$ cat src/rtl/grf_wb_arbiter.sv
`default_nettype none
// ============================================================================
// Module   : grf_wb_arbiter
// Purpose  : Shares the GRF's single write port between the in-order pipeline
//            writeback and a multi-cycle MDU. MDU results wait in a small FIFO,
//            a pending-register scoreboard lets decode stall on outstanding
//            MDU writes, and a starvation counter asks upstream to hold the
//            pipeline when a queued MDU result has waited too long.
// Revision : 1.0 - initial release
// ----------------------------------------------------------------------------
// Ports
//   i_clk, i_reset            clock / asynchronous active-high reset
//   i_pipe_we/a3/wd/pc        pipeline writeback request (wins the port)
//   i_mdu_valid, o_mdu_ready  MDU result handshake (valid && ready at edge)
//   i_mdu_a3/wd/pc            MDU result destination, data, trace PC
//   i_issue_mdu, i_issue_a3   MDU op issued; marks destination pending
//   i_rs_a, i_rt_a            decode source registers
//   o_busy_rs, o_busy_rt      source has an outstanding MDU write
//   o_pipe_hold               request upstream to suppress pipe writes
//   o_grf_we/a3/wd/pc         GRF write port
//   o_q_count                 MDU queue occupancy
//   o_hold_violation          sticky: pipe write seen while hold requested
// ============================================================================
module grf_wb_arbiter #(
  parameter int QDEPTH     = 2,
  parameter int STARVE_MAX = 4
) (
  input  logic                      i_clk,
  input  logic                      i_reset,
  input  logic                      i_pipe_we,
  input  logic [4:0]                i_pipe_a3,
  input  logic [31:0]               i_pipe_wd,
  input  logic [31:0]               i_pipe_pc,
  input  logic                      i_mdu_valid,
  output logic                      o_mdu_ready,
  input  logic [4:0]                i_mdu_a3,
  input  logic [31:0]               i_mdu_wd,
  input  logic [31:0]               i_mdu_pc,
  input  logic                      i_issue_mdu,
  input  logic [4:0]                i_issue_a3,
  input  logic [4:0]                i_rs_a,
  input  logic [4:0]                i_rt_a,
  output logic                      o_busy_rs,
  output logic                      o_busy_rt,
  output logic                      o_pipe_hold,
  output logic                      o_grf_we,
  output logic [4:0]                o_grf_a3,
  output logic [31:0]               o_grf_wd,
  output logic [31:0]               o_grf_pc,
  output logic [$clog2(QDEPTH):0]   o_q_count,
  output logic                      o_hold_violation
);

  localparam int c_PW = $clog2(QDEPTH);
  localparam int c_CW = c_PW + 1;
  localparam int c_WW = (STARVE_MAX > 0) ? $clog2(STARVE_MAX + 1) : 1;
  localparam logic [c_CW-1:0] c_QDEPTH = c_CW'(QDEPTH);
  localparam logic [c_WW-1:0] c_STARVE = c_WW'(STARVE_MAX);

  // Queue storage is not reset: occupancy alone decides what is valid.
  logic [4:0]      r_q_a3 [QDEPTH];
  logic [31:0]     r_q_wd [QDEPTH];
  logic [31:0]     r_q_pc [QDEPTH];
  logic [c_PW-1:0] r_head;
  logic [c_PW-1:0] r_tail;
  logic [c_CW-1:0] r_count;
  logic [31:0]     r_pending;
  logic [c_WW-1:0] r_wait;
  logic            r_hold_viol;

  logic        w_pipe_win;
  logic        w_q_nempty;
  logic        w_pop;
  logic        w_ready;
  logic        w_push;
  logic        w_hold;
  logic [31:0] w_pend_nxt;

  assign w_pipe_win = i_pipe_we && (i_pipe_a3 != 5'd0);
  assign w_q_nempty = (r_count != '0);
  assign w_pop      = !w_pipe_win && w_q_nempty;
  // Ready looks only at registered occupancy: a full queue refuses even in
  // a pop cycle, so there is never a combinational path from pop to ready.
  assign w_ready    = !i_reset && (r_count < c_QDEPTH);
  // Results for $0 complete the handshake but are dropped on the floor.
  assign w_push     = i_mdu_valid && w_ready && (i_mdu_a3 != 5'd0);
  assign w_hold     = (r_wait == c_STARVE);

  assign o_mdu_ready      = w_ready;
  assign o_busy_rs        = !i_reset && r_pending[i_rs_a];
  assign o_busy_rt        = !i_reset && r_pending[i_rt_a];
  assign o_pipe_hold      = !i_reset && w_hold;
  assign o_q_count        = r_count;
  assign o_hold_violation = r_hold_viol;

  // Write-port grant: pipeline first, then queue head, else idle.
  always_comb begin
    o_grf_we = 1'b0;
    o_grf_a3 = 5'd0;
    o_grf_wd = 32'd0;
    o_grf_pc = 32'd0;
    if (!i_reset) begin
      if (w_pipe_win) begin
        o_grf_we = 1'b1;
        o_grf_a3 = i_pipe_a3;
        o_grf_wd = i_pipe_wd;
        o_grf_pc = i_pipe_pc;
      end else if (w_q_nempty) begin
        o_grf_we = 1'b1;
        o_grf_a3 = r_q_a3[r_head];
        o_grf_wd = r_q_wd[r_head];
        o_grf_pc = r_q_pc[r_head];
      end
    end
  end

  // Clear on pop first, then set on issue, so a same-register collision
  // leaves the bit pending for the newly issued op.
  always_comb begin
    w_pend_nxt = r_pending;
    if (w_pop) begin
      w_pend_nxt[r_q_a3[r_head]] = 1'b0;
    end
    if (i_issue_mdu && (i_issue_a3 != 5'd0)) begin
      w_pend_nxt[i_issue_a3] = 1'b1;
    end
    w_pend_nxt[0] = 1'b0;
  end

  always_ff @(posedge i_clk) begin
    if (w_push) begin
      r_q_a3[r_tail] <= i_mdu_a3;
      r_q_wd[r_tail] <= i_mdu_wd;
      r_q_pc[r_tail] <= i_mdu_pc;
    end
  end

  always_ff @(posedge i_clk or posedge i_reset) begin
    if (i_reset) begin
      r_head      <= '0;
      r_tail      <= '0;
      r_count     <= '0;
      r_pending   <= 32'd0;
      r_wait      <= '0;
      r_hold_viol <= 1'b0;
    end else begin
      // Pointers wrap naturally because QDEPTH is a power of two.
      if (w_push) r_tail <= r_tail + c_PW'(1);
      if (w_pop)  r_head <= r_head + c_PW'(1);
      case ({w_push, w_pop})
        2'b10:   r_count <= r_count + c_CW'(1);
        2'b01:   r_count <= r_count - c_CW'(1);
        default: r_count <= r_count;
      endcase
      r_pending <= w_pend_nxt;
      if (!w_q_nempty || w_pop) begin
        r_wait <= '0;
      end else if (r_wait != c_STARVE) begin
        r_wait <= r_wait + c_WW'(1);
      end
      if (i_pipe_we && w_hold) begin
        r_hold_viol <= 1'b1;
      end
    end
  end

endmodule
`default_nettype wire
$ cat config.mk
export PLATFORM = sky130hd
export DESIGN_NAME = grf_wb_arbiter
export DESIGN_NICKNAME = d
export VERILOG_FILES = /design/src/rtl/grf_wb_arbiter.sv
export SDC_FILE = /design/constraint.sdc
export NUM_CORES = 1
export LEC_CHECK = 0
export ABC_AREA = 1
export BUFFER_PORTS_ARGS = -buffer_cell sky130_fd_sc_hd__buf_2
export CAP_MARGIN = 20
export CELL_PAD_IN_SITES_DETAIL_PLACEMENT = 1
export CELL_PAD_IN_SITES_GLOBAL_PLACEMENT = 1
export CORE_MARGIN = 2
export CORE_UTILIZATION = 40
export CTS_BUF_LIST = sky130_fd_sc_hd__clkbuf_4 sky130_fd_sc_hd__clkbuf_8
export DETAILED_ROUTE_END_ITERATION = 6
export PLACE_DENSITY = 0.89
export SYNTH_ARGS = -nofsm -noshare
export SYNTH_HDL_FRONTEND = slang
export SYNTH_SLANG_ARGS = --single-unit
$ cat constraint.sdc
create_clock -name i_clk -period 4.67 [get_ports i_clk]
set_input_delay 0.467 -clock i_clk [delete_from_list [all_inputs] [get_ports i_clk]]
set_output_delay 0.467 -clock i_clk [all_outputs]
set_load 0.01 [all_outputs]
---- Word level (Yosys, flattened, before mapping) ----
Memory sizes are Yosys's and may differ from the RTL's.
Index checks and enable logic that the tools add are counted.
operators by class
  add/subtract/negate cells ............... 5
  $lt $le $gt $ge ......................... 7
  equality and inequality tests ........... 4
  muxes and demuxes ....................... 27
  bitwise logic cells ..................... 3
  reduce and logical (&&, ||, !) cells .... 22
operators by type and width
  kind                   number
  $mux W32               8
  $and A32 B32 Y32       1
  $not A32 Y32           1
  $or A32 B32 Y32        1
  $lt A5 B6 Y1 const B   4
  $mux W5                3
  $reduce_bool A5 Y1     3
  $logic_and A1 B1 Y1    12
  $bmux W1 S5            2
  $demux W1 S5           2
  $ge A5 B1 Y1 const B   2
  $mux W1                9
  $mux W3                2
  $reduce_bool A2 Y1     3
  $pmux W2 S2            1
  $add A3 B1 Y3 const B  1
  $eq A3 B3 Y1 const B   1
  $logic_not A1 Y1       3
  $ne A3 B3 Y1 const B   1
  $add A1 B1 Y1 const B  2
  $add A2 B1 Y2 const B  1
  $eq A2 B1 Y1 const B   1
  $eq A2 B2 Y1 const B   1
  $lt A2 B2 Y1 const B   1
  2 further kinds        2
storage, ports and cells
  register bits ........................... 39
  RAM bits ................................ 138
  memories ................................ 3
memories
  name    depth  bits a word  read ports  clocked after Yosys merged registers in  wr ports  RTL line  RTL
  r_q_pc  2      32           1           0                                        1         63        logic [31:0] r_q_pc [QDEPTH];
  r_q_wd  2      32           1           0                                        1         62        logic [31:0] r_q_wd [QDEPTH];
  r_q_a3  2      5            1           0                                        1         61        logic [4:0] r_q_a3 [QDEPTH];

---- Depth between registers and ports, before layout ----
An unclocked memory read counts as a cell.
  depth after elaboration ................. 10
  mapped depth ............................ 11

---- Worst setup path after synthesis ----
OpenSTA, ideal clock, no wires.
  path kind ............................... input -> register
  start point ............................. input port i_reset
  end point ............................... memory r_q_a3[0][0], enable pin
  library setup time ...................... 0.497 ns
  arrival time ............................ 3.960 ns
  data required time ...................... 4.173 ns
  slack ................................... 0.213 ns
  stages .................................. 4
  cells stage by stage .................... clkbuf_1 -> nor2_1 -> nand3_1 -> nor2_1
on the way
  cells in the longest elaborated chain, start to end .. 6
RTL lines
  element                           RTL line  RTL
  start: declaration                29        input logic i_reset,
  $logic_not A1 Y1 (no line)        -
  $logic_and A1 B1 Y1               84        assign w_ready = !i_reset && (r_count < c_QDEPTH);
  named net o_mdu_ready             35        output logic o_mdu_ready,
  $logic_and A1 B1 Y1 (2 in a row)  86        assign w_push = i_mdu_valid && w_ready && (i_mdu_a3 != 5'd0);
  $mux W1                           131       if (w_push) begin
  $mux W1 (implied by the code)     132       r_q_a3[r_tail] <= i_mdu_a3;
  end: declaration                  61
The timed path passes the listed nets, and every way through them passes these cells.

---- Worst setup path in the final report ----
  start point ............................. register r_head
  end point ............................... output port o_grf_pc[31]
on the way
  cells in the longest elaborated chain, start to end .. 4
RTL lines
  element                   RTL line  RTL
  start: declaration        64        logic [c_PW-1:0] r_head;
  start signal: assignment  149       if (w_pop) r_head <= r_head + c_PW'(1);
  $mem_v2 Z2 W32            -
  $mux W32                  108       end else if (w_q_nempty) begin
  $mux W32                  103       if (w_pipe_win) begin
  $mux W32                  102       if (!i_reset) begin
  end: declaration          49        output logic [31:0] o_grf_pc,
Every way passes these cells.

==> metrics.txt <==
Final min period=2933 ps; total setup buffers inserted after CTS=0; cells resized by post-CTS repair=0; Fillers=2653; Synth area leader=edfxtp_1; startpoint types=flop; Vias=7590; DP Wirelength=19.03 mm; pwr/cell area=482.7 nW/um2; Die Wd=153.0 um; core area=21820 um2; area added between synthesis and finish=19.77%; Worst Path Arrival=2470 ps; total congestion overflow=0; Synthesis Warnings=0; Critical R2R Launch=o_q_count[1]$_DFFE_PP0P_; row count=54; Hold Crit Class=in2reg; Max Fclk=341.0 MHz; crit path kind=reg2out; first-iteration detailed-routing DRC count=342; endpoints failing setup=0; clock root buffer=clkbuf_8; Clock Path Buffers=2; Hold Startpoint=i_mdu_wd[9]; EDFF count, synth=138; Leak=0.004832 uW; top cells by area, synth=edfxtp_1, nand2_1, dfrtp_1; vias in the first global route=8063; number of remaining DRC errors=0; syn_area_per_cell=8.950 um2; DRT antenna net count=0; largest net degree at the start of global routing=72; Die ar.=23400 um2; Peak supply drop=0.3094 mV; CP max FO=36; flops & latches, synth=177; launch point of the worst path=r_head$_DFFE_PP0N_; GR Util All Layers=22.55%; global-route wire length before repair=41.92 mm; Slew Limit Fails=0; nets=1367; CTS tree=done; hold_ws=175.6 ps; die height=153.0 um; Starting Density=40.68%; final period utilization=62.80%; Net Count, Synth=1153; fraction of layout cells with a size suffix above 1=28.88%; clk_skew=19.65 ps; Main synth FF type=edfxtp_1; final hold vios=0; io pins=235; Post-synth top cells=nand2_1, edfxtp_1, nand3_1, inv_1, a21oi_1; Vias per Instance=5.047; Max-slew headroom=38.99%; clock buffer count from CTS=17; unrepaired setup endpoints after global routing=false; Synth cell types=32; cell with the most instances after synthesis=nand2_1; Post-synth ARST share=22.03%; Synth top area share=46.67%; CTS Hold Bufs=0; # H-tree levels=4; status=complete, no violations; drt first pass iters=5; WL final=26.30 mm; setup TNS=0 ps; clk sink count=177; Data required, critical path=4200 ps; worst slew pin tran=912.9 ps; Worst setup EP type=output port; GP Congestion=0.8810; placed cell area=10200 um2; port buffer count=234; CTS clock-pin slew for the worst setup and hold paths=120 ps; register area share after synthesis=57.67%; synthesized area=8879 um2; WL/cell=17.49 um; worst skew pair latency=470 ps; initial antenna violation count=6; max-cap violation count=0; final instance area=10630 um2; cells after synthesis=992
[path summary, 6_finish.rpt]
kind	endpoint	slack, ps	cells past startpoint
min in group asynchronous	r_pending[18]$_DFF_PP0_	300	3
worst max-delay path	o_grf_pc[31]	1740	7
max in group asynchronous	r_head$_DFFE_PP0N_	3940	3
worst min-delay path	r_q_wd[1][9]$_DFFE_PP_	180	1
worst min register to register	o_hold_violation$_DFFE_PP0P_	460	1
worst max register to register	r_q_wd[0][30]$_DFFE_PP_	2230	4
[layer usage]
layer  share of wire, %  GRT usage, %  up-vias
met5              0.061             0        -
met2                 51         39.59      222
met1                 41         27.17     3657
li1                   -             -     3673
met4                2.2         7.451        2
met3                5.9         5.671       36
[critical path, cell delays in order, from the launching register on]
cell,delay (ps)
dfrtp_2,420
inv_2,470
buf_4,480
nand2_1,140
nand2_1,120
nand2_2,70
a21oi_2,140
buf_2,150
[registers in the layout (all words and copies together), names as in the netlist]
register / flops
r_pending: 31
r_q_pc: 64
r_q_a3: 10
o_hold_violation: 1
o_q_count: 2
r_q_wd: 64
r_tail: 1
r_wait: 3
r_head: 1
[cells in the final DEF (no fill, tap or decap), drive strengths merged, types with 2 or more instances in the layout]
master | netlist | routed
o31ai | 3 | 3
nand2 | 453 | 453
nand3 | 74 | 74
o211ai | 4 | 4
xor2 | 2 | 2
ha | 3 | 3
diode | 0 | 5
o21ai | 36 | 36
edfxtp | 138 | 138
xnor2 | 3 | 3
nor3 | 2 | 2
inv | 61 | 69
buf | 34 | 244
clkinv | 0 | 6
a21oi | 74 | 74
dfrtp | 39 | 39
clkbuf | 15 | 17
nor2 | 46 | 46
[power breakdown]
group,switching (uW),total (uW),internal [uW]
combinational,1290,1870,588
sequential,173,2170,2000
clock,669,1080,416
[through the flow]
step,cells,total power [uW],util (%),setup slack (ps)
floorplan,992,3516,-,212.8
detailed placement,1467,4088,46.75,1811
CTS,1499,5177,48.67,1688
global route,1503,5498,48.72,1541
global placement,1466,3997,46.66,1547
finish,1504,5133,48.73,1737
[final cells by class]
type	count	area, um2	share of cell area, %
Clock inverter	15	185.2	1.741
Tap cell	280	350.3	3.295
Antenna cell	5	12.51	0.1177
Timing Repair Buffer	244	1286	12.10
Clock buffer	17	234.0	2.200
Inverter	61	229.0	2.153
Multi-Input combinational cell	705	3216	30.24
Sequential cell	177	5121	48.16
[cells by family after synthesis]
logic type / synth area share, %
AND/OR/NAND/NOR: 26.69
flip-flops: 57.67
AO/OA/AOI/OAI: 8.442
buffers and inverters: 6.285
XOR/XNOR: 0.4933
adder cells (fa/ha/maj): 0.4228
(Power assumes the default switching activity.)
